## src/rtl/quicksort_seq.sv

```systemverilog
// Frame sequencer for the toggle-commanded quicksort core: loads a frame,
// sorts it in the core and drains the sorted words onto a valid/ready stream.
module quicksort_seq #(
    parameter int A_D_MSB = 7,
    parameter int A_P_MSB = 3,
    parameter int CMD_GAP = 4
) (
    input  logic               clk,
    input  logic               rstn,
    input  logic               enable,
    input  logic [A_D_MSB:0]   in_data,
    input  logic               in_valid,
    input  logic               in_last,
    output logic               in_ready,
    output logic [A_D_MSB:0]   out_data,
    output logic               out_valid,
    output logic               out_last,
    input  logic               out_ready,
    output logic [A_D_MSB:0]   qs_rx_data,
    output logic               qs_push,
    output logic               qs_pop,
    output logic               qs_clear,
    output logic               qs_sort,
    input  logic [A_D_MSB:0]   qs_tx_data,
    input  logic               qs_full,
    input  logic               qs_empty,
    input  logic               qs_idle,
    output logic               busy,
    output logic               ovf,
    output logic [A_P_MSB+1:0] count
);

    localparam int CW = A_P_MSB + 2;
    localparam int GW = $clog2(CMD_GAP + 1);
    localparam logic [GW-1:0] GAP_END = GW'(CMD_GAP);
    localparam logic [CW-1:0] CNT_MAX = '1;
    localparam logic [CW-1:0] CNT_ONE = CW'(1);

    typedef enum logic [2:0] {
        S_IDLE,
        S_CLEAR,
        S_FILL,
        S_SORT,
        S_LOAD,
        S_DRAIN,
        S_WAIT
    } state_t;

    state_t            r_state, w_state_nxt;
    state_t            r_ret, w_ret_nxt;
    logic [GW-1:0]     r_gap, w_gap_nxt;
    logic [CW-1:0]     r_count, w_count_nxt;
    logic              r_ovf, w_ovf_nxt;
    logic [A_D_MSB:0]  r_rx_data, w_rx_data_nxt;
    logic              r_push, w_push_nxt;
    logic              r_pop, w_pop_nxt;
    logic              r_clear, w_clear_nxt;
    logic              r_sort, w_sort_nxt;
    logic [A_D_MSB:0]  r_out_data, w_out_data_nxt;
    logic              r_out_last, w_out_last_nxt;
    logic              w_in_ready;
    logic              w_out_valid;

    // Handshake qualifiers are gated by enable so an abort takes effect at once.
    assign w_in_ready  = enable && (r_state == S_FILL);
    assign w_out_valid = enable && (r_state == S_DRAIN);

    // NOTE: every w_*_nxt gets a default first so no path leaves it unassigned (no latches).
    always_comb begin
        w_state_nxt    = r_state;
        w_ret_nxt      = r_ret;
        w_gap_nxt      = r_gap;
        w_count_nxt    = r_count;
        w_ovf_nxt      = r_ovf;
        w_rx_data_nxt  = r_rx_data;
        w_push_nxt     = r_push;
        w_pop_nxt      = r_pop;
        w_clear_nxt    = r_clear;
        w_sort_nxt     = r_sort;
        w_out_data_nxt = r_out_data;
        w_out_last_nxt = r_out_last;

        if (!enable) begin
            w_state_nxt = S_IDLE;
        end else begin
            case (r_state)
                S_IDLE: begin
                    w_state_nxt = S_CLEAR;
                    w_count_nxt = '0;
                end
                S_CLEAR: begin
                    w_clear_nxt = ~r_clear;
                    w_ret_nxt   = S_FILL;
                    w_gap_nxt   = '0;
                    w_state_nxt = S_WAIT;
                end
                S_FILL: begin
                    if (in_valid) begin
                        if (!qs_full) begin
                            w_rx_data_nxt = in_data;
                            w_push_nxt    = ~r_push;
                            if (r_count != CNT_MAX) begin
                                w_count_nxt = r_count + CNT_ONE;
                            end
                            w_ret_nxt   = in_last ? S_SORT : S_FILL;
                            w_gap_nxt   = '0;
                            w_state_nxt = S_WAIT;
                        end else begin
                            // Core is full: the word is consumed but lost.
                            w_ovf_nxt = 1'b1;
                            if (in_last) begin
                                w_state_nxt = S_SORT;
                            end
                        end
                    end
                end
                S_SORT: begin
                    if (r_count == '0) begin
                        w_state_nxt = S_IDLE;
                    end else begin
                        w_sort_nxt  = ~r_sort;
                        w_ret_nxt   = S_LOAD;
                        w_gap_nxt   = '0;
                        w_state_nxt = S_WAIT;
                    end
                end
                S_LOAD: begin
                    if (qs_empty && (r_count != '0)) begin
                        w_ovf_nxt   = 1'b1;
                        w_count_nxt = '0;
                        w_state_nxt = S_IDLE;
                    end else begin
                        w_out_data_nxt = qs_tx_data;
                        w_out_last_nxt = (r_count == CNT_ONE);
                        w_state_nxt    = S_DRAIN;
                    end
                end
                S_DRAIN: begin
                    if (out_ready) begin
                        w_pop_nxt = ~r_pop;
                        if (r_count != '0) begin
                            w_count_nxt = r_count - CNT_ONE;
                        end
                        w_ret_nxt   = (r_count == CNT_ONE) ? S_IDLE : S_LOAD;
                        w_gap_nxt   = '0;
                        w_state_nxt = S_WAIT;
                    end
                end
                S_WAIT: begin
                    // Fixed settle time first, then hold until the core reports idle.
                    if (r_gap != GAP_END) begin
                        w_gap_nxt = r_gap + GW'(1);
                    end else if (qs_idle) begin
                        w_state_nxt = r_ret;
                    end
                end
                default: begin
                    w_state_nxt = S_IDLE;
                end
            endcase
        end
    end

    // NOTE: sequential state uses non-blocking assignments so all registers update together.
    always_ff @(posedge clk or negedge rstn) begin
        if (!rstn) begin
            r_state    <= S_IDLE;
            r_ret      <= S_IDLE;
            r_gap      <= '0;
            r_count    <= '0;
            r_ovf      <= 1'b0;
            r_rx_data  <= '0;
            r_push     <= 1'b0;
            r_pop      <= 1'b0;
            r_clear    <= 1'b0;
            r_sort     <= 1'b0;
            r_out_data <= '0;
            r_out_last <= 1'b0;
        end else begin
            r_state    <= w_state_nxt;
            r_ret      <= w_ret_nxt;
            r_gap      <= w_gap_nxt;
            r_count    <= w_count_nxt;
            r_ovf      <= w_ovf_nxt;
            r_rx_data  <= w_rx_data_nxt;
            r_push     <= w_push_nxt;
            r_pop      <= w_pop_nxt;
            r_clear    <= w_clear_nxt;
            r_sort     <= w_sort_nxt;
            r_out_data <= w_out_data_nxt;
            r_out_last <= w_out_last_nxt;
        end
    end

    assign in_ready   = w_in_ready;
    assign out_valid  = w_out_valid;
    assign out_data   = r_out_data;
    assign out_last   = r_out_last;
    assign qs_rx_data = r_rx_data;
    assign qs_push    = r_push;
    assign qs_pop     = r_pop;
    assign qs_clear   = r_clear;
    assign qs_sort    = r_sort;
    assign busy       = (r_state != S_IDLE);
    assign ovf        = r_ovf;
    assign count      = r_count;

endmodule
```

## config.mk

```make
export PLATFORM = sky130hd
export DESIGN_NAME = quicksort_seq
export DESIGN_NICKNAME = d
export VERILOG_FILES = /design/src/rtl/quicksort_seq.sv
export SDC_FILE = /design/constraint.sdc
export NUM_CORES = 1
export LEC_CHECK = 0
export ABC_AREA = 1
export CAP_MARGIN = 5
export CORE_ASPECT_RATIO = 0.6
export CORE_MARGIN = 2
export CORE_UTILIZATION = 25
export DETAILED_ROUTE_END_ITERATION = 10
export PLACE_DENSITY = 0.53
export SLEW_MARGIN = 20
export SYNTH_ARGS = -nofsm -noshare
export SYNTH_HDL_FRONTEND = slang
export SYNTH_SLANG_ARGS = --single-unit
```

## constraint.sdc

```tcl
create_clock -name clk -period 3.5 [get_ports clk]
set_clock_uncertainty 0.2 [all_clocks]
set_input_delay 0.525 -clock clk [delete_from_list [all_inputs] [get_ports clk]]
set_output_delay 0.525 -clock clk [all_outputs]
set_load 0.01 [all_outputs]
```

# ---- After elaboration in Yosys (flattened, before gate mapping)
# Index checks and enable logic that the tools add are counted.
dict set report op_classes {
  addsub 3
  eq_ne 23
  n_mux 34
  bitwise 7
  n_reduce_logical 21
}
# op count
set ops {}
lappend ops {{2-to-1 mux 3 bit} 19}
lappend ops {{2-to-1 mux 5 bit} 6}
lappend ops {{case mux 3 bit (7 select lines)} 1}
lappend ops {{case mux 5 bit (4 select lines)} 1}
lappend ops {{!= test 3 bit (second input constant)} 5}
lappend ops {{case mux 3 bit (5 select lines)} 1}
lappend ops {{!= test 2 bit (second input constant)} 7}
lappend ops {{case mux 3 bit (4 select lines)} 1}
lappend ops {{AND reduction 5 bit} 2}
lappend ops {{nonzero test 5 bit} 2}
lappend ops {{== test 3 bit (second input constant)} 3}
lappend ops {{AND reduction 3 bit} 3}
lappend ops {{AND reduction 8 bit} 1}
lappend ops {{nonzero test 4 bit} 2}
lappend ops {{inverter 1 bit} 7}
lappend ops {{AND reduction 7 bit} 1}
lappend ops {{== test 3 x 2 -> 1 bit (second input constant)} 2}
lappend ops {{AND reduction 6 bit} 1}
lappend ops {{adder 5 x 1 -> 5 bit (second input constant)} 1}
lappend ops {{== test 5 x 1 -> 1 bit (second input constant)} 1}
lappend ops {{zero test 5 bit} 1}
lappend ops {{!= test 5 bit (second input constant)} 1}
lappend ops {{subtractor 5 x 1 -> 5 bit (second input constant)} 1}
lappend ops {{2-to-1 mux 1 bit} 4}
lappend ops {{other kinds (11)} 14}
dict set report totals {
  register_bits 36
  inputBits 25
  out_inout_bits 30
  word_cells 100
}

# ---- Logic depth before layout (Yosys ltp)
dict set report depth {
  ltp_word 5
  depth_mapped 11
  depth_no_buf 11
}

# ---- Least setup slack after synthesis
# Ideal clock, no wire load.
dict set report synth_timing {
  path_type {in2out}
  startpoint {input enable}
  endpoint {output out_valid}
  arrival_ns 1.136
  required_time_ns 2.775
  slack_ns 1.639
  cell_stages 3
  path_buffers 1
  cell_sequence {buf_2 inv_1 nor2_1}
}
dict set report synth_via {
  elab_chain_cells 1
}
# element line_no
set synth_rtl {}
lappend synth_rtl {{from (decl)} 10} ;# input logic enable,
lappend synth_rtl {{logical AND 1 bit} 66} ;# assign w_out_valid = enable && (r_state == S_DRAIN);
lappend synth_rtl {{to (decl)} 16} ;# output logic out_valid,
# Every way passes these cells.

# ---- Final worst setup path
dict set report layout_timing {
  startpoint {register r_state[0]}
  endpoint {output out_valid}
}
dict set report layout_via {
  elab_chain_cells 2
}
# element line_no
set layout_rtl {}
lappend layout_rtl {{from (decl)} 49} ;# state_t r_state, w_state_nxt;
lappend layout_rtl {{from (signal assigned)} 180} ;# r_state <= w_state_nxt;
lappend layout_rtl {{== test 3 bit} 66}
lappend layout_rtl {{logical AND 1 bit} 66}
# Every way passes these cells.

==> flow_metrics.env <==
export IMPL_initialDrtViolationCount=109
export IMPL_final_hold_viol_count=0
export IMPL_cp_start_kind="register"
export IMPL_pre_cts_ws_ps=828
export IMPL_fin_util=0.351
export IMPL_synth_edff_count=0
export IMPL_track_usage=0.121
export IMPL_ir_worst_vdd_mv=0.221
export IMPL_crit_path_end_kind="output port"
export IMPL_drcViolationCount=0
export IMPL_worstPathMaxFanout=8
export IMPL_p_total_w=0.00233
export IMPL_fill_cells=914
export IMPL_synth_ff_type="dfrtp_1"
export IMPL_grt_pass1_vias=1851
export IMPL_synthToLayoutAreaGrowth_pct=35.4
export IMPL_p_clk_frac=0.214
export IMPL_syn_area_um2=2220
export IMPL_clk_pin_slew_worst_paths_ps=60
export IMPL_core_um2=8560
export IMPL_avgRoutedWirePerCell_um=12.5
export IMPL_worstSkewPairLatency_ps=270
export IMPL_fin_crit_ps=2700
export IMPL_max_stage_delay_ps=590
export IMPL_p_sw_w=0.000906
export IMPL_fp_row_count=26
export IMPL_avgSynthCellArea_um2=8.19
export IMPL_path_cells="inv_6 > nor2_4 > nand2_1 > nor2_1 > clkdlybuf4s50_1"
export IMPL_maxSlewViolCount=0
export IMPL_cp_required_ps=2770
export IMPL_routabilityCongestion=0.886
export IMPL_yosysTopAreaCellShare=0.406
export IMPL_globalRouteOverflowTotal=0
export IMPL_postCtsSetupBuffers=0
export IMPL_combPwrFrac=0.470
export IMPL_clock_fmax_ghz=0.371
export IMPL_drv_cap=0
export IMPL_cts_buffers=5
export IMPL_ys_warn_count=0
export IMPL_cts_hold_fix_buffers=0
export IMPL_p_sw_frac=0.389
export IMPL_relSlewSlack=0.454
export IMPL_arrival_ps=1970
export IMPL_ctsLongestPathBuffers=2
export IMPL_io_buffer_count=54
export IMPL_die_width_um=126
export IMPL_seq_power_share=0.316
export IMPL_die_h_um=77.0
export IMPL_hpwl_um=4340
export IMPL_finalWirelength_um=5500
export IMPL_path_class="reg -> out"
export IMPL_vias=1895
export IMPL_ant_nets=0
export IMPL_io_pins=55
export IMPL_met2_length_um=2260
export IMPL_period_share=0.770
export IMPL_cpMaxStageDelayCell="dfrtp_1"
export IMPL_m1WireLength_um=2930
export IMPL_tns_ps=0
export IMPL_ys_types=28
export IMPL_cts_tree="built"
export IMPL_drive_gt1_frac=0.137
export IMPL_grt_max_degree=37
export IMPL_clkSinkCount=36
export IMPL_placed_cell_area_um2=2840
export IMPL_setup_violations=0
export IMPL_initial_core_util=0.259
export IMPL_grt_pass1_wl_um=9450
export IMPL_routed_top_layer="met4"
export IMPL_antenna_found_initial=0
export IMPL_p_int_w=0.00142
export IMPL_rsz0062_at_grt="false"
export IMPL_num_antenna_cells=0
export IMPL_cts_resized=0
export IMPL_powerDensity_nw_per_um2=775
export IMPL_cts_root_buf="clkbuf_16"
export IMPL_seq_area_frac_synth=0.406
export IMPL_h_tree_depth=2
export IMPL_synth_seq_cells=36
export IMPL_final_area_um2=3000
export IMPL_synthArstFlopShare=1.00
export IMPL_syn_nets=303
export IMPL_dr_pass1_iters=4
export IMPL_hp_class="in -> async"
export IMPL_setup_ws_ps=804
export IMPL_yosysTopAreaCell="dfrtp_1"
export IMPL_worst_pin_slew_ps=819
export IMPL_status="completed"
export IMPL_die_area_um2=9670
export IMPL_p_leak_nw=1.45
export IMPL_synth_area_leaders="dfrtp_1, nand2_1, nand3_1"
export IMPL_synth_cells=271
export IMPL_met3RoutedLength_um=302
export IMPL_nets=359
export IMPL_drt_vias_per_instance=4.31
==> flip-flops by register name, indices dropped and copies added (netlist names) <==
register / cells
qs_clear: 1
qs_sort: 1
out_last: 1
qs_push: 1
r_gap: 3
r_state: 3
r_ret: 3
out_data: 8
qs_pop: 1
count: 5
ovf: 1
qs_rx_data: 8
==> cell usage in the layout, fill, tap and decap left out <==
cell / count
nand2_2: 3
ha_1: 7
nand3_1: 31
nand2_1: 89
nor3_1: 1
buf_2: 1
xor2_1: 3
inv_4: 2
o21ai_0: 9
clkbuf_1: 1
clkinv_2: 1
dfrtp_1: 36
a21oi_1: 4
o21bai_1: 1
nand2_4: 4
clkbuf_16: 5
nor2_8: 2
nor2_4: 6
o211ai_1: 2
buf_4: 1
inv_2: 1
nand4_1: 4
nor2_2: 3
nor2_1: 16
nand3_2: 1
bufinv_16: 1
or2_2: 1
o21ai_2: 8
inv_6: 2
nand3_4: 3
clkdlybuf4s50_1: 53
xnor2_1: 3
inv_1: 23
==> final timing paths <==
path	depth (start not counted)	slack (ps)	from	to
max	5	800	r_state[0]	out_valid
min	1	150	rstn	r_ret[2]
max reg2reg	11	1430	count[0]	out_data[3]
min reg2reg	2	270	out_last	out_last
max in group asynchronous	1	2430	rstn	count[4]
min in group clk	2	270	out_last	out_last
==> Yosys cell counts, types with 3 or more instances <==
master / n
dfrtp_1: 36
o21ai_2: 8
a21oi_1: 4
nand4_1: 4
o21ai_0: 9
nand2_2: 3
buf_6: 5
xnor2_1: 3
nand2_4: 4
nand2_1: 89
nor2_2: 3
xor2_1: 3
inv_1: 23
nor2_4: 6
ha_1: 7
nor2_1: 16
nand3_1: 31
nand3_4: 3
==> power groups by stage <==
| stage | clock [W] | sequential [W] | combinational [W] |
|---|---|---|---|
| 2_1_floorplan | 0 | 0.000756 | 0.000645 |
| 3_3_place_gp | 0 | 0.000743 | 0.00109 |
| 3_5_place_dp | 0 | 0.000744 | 0.00110 |
| 4_1_cts | 0.000515 | 0.000740 | 0.00110 |
| 5_1_grt | 0.000538 | 0.000768 | 0.00121 |
| 6_report | 0.000498 | 0.000737 | 0.00109 |
==> cell families after synthesis <==
logic type | Yosys count | share of synthesized area
flops | 36 | 0.406
buf+inv | 34 | 0.0818
compound gates | 24 | 0.0711
simple gates | 164 | 0.378
fa+ha+maj | 7 | 0.0395
xor+xnor | 6 | 0.0237
==> per-layer routing <==
metal / vias up / track usage
li1: 980 / -
met1: 869 / 0.184
met2: 44 / 0.172
met3: 2 / 0.0363
met4: 0 / 0.0133
met5: - / 0
==> per-stage QoR <==
stage / hold slack (ps) / std cells
floorplan: 29.4 / 271
global placement: 259 / 432
detailed placement: 262 / 432
CTS: 200 / 440
global route: 240 / 440
finish: 146 / 440
==> final cells by class <==
cell class	instances	area, µm²	area share
clock buffer	6	129	0.0429
clock inverter	2	35.0	0.0117
inverter	28	120	0.0400
multi-input combinational	201	1140	0.378
sequential	36	901	0.300
tap	112	140	0.0466
timing repair buffer	55	543	0.181
==> worst max-delay path: cells and delay by family (launching register included) <==
kind | cells | cell delay [ps]
flip-flops | 1 | 590
AND/OR/NAND/NOR | 3 | 440
buffers and inverters | 2 | 670
(Power assumes the default switching activity.)
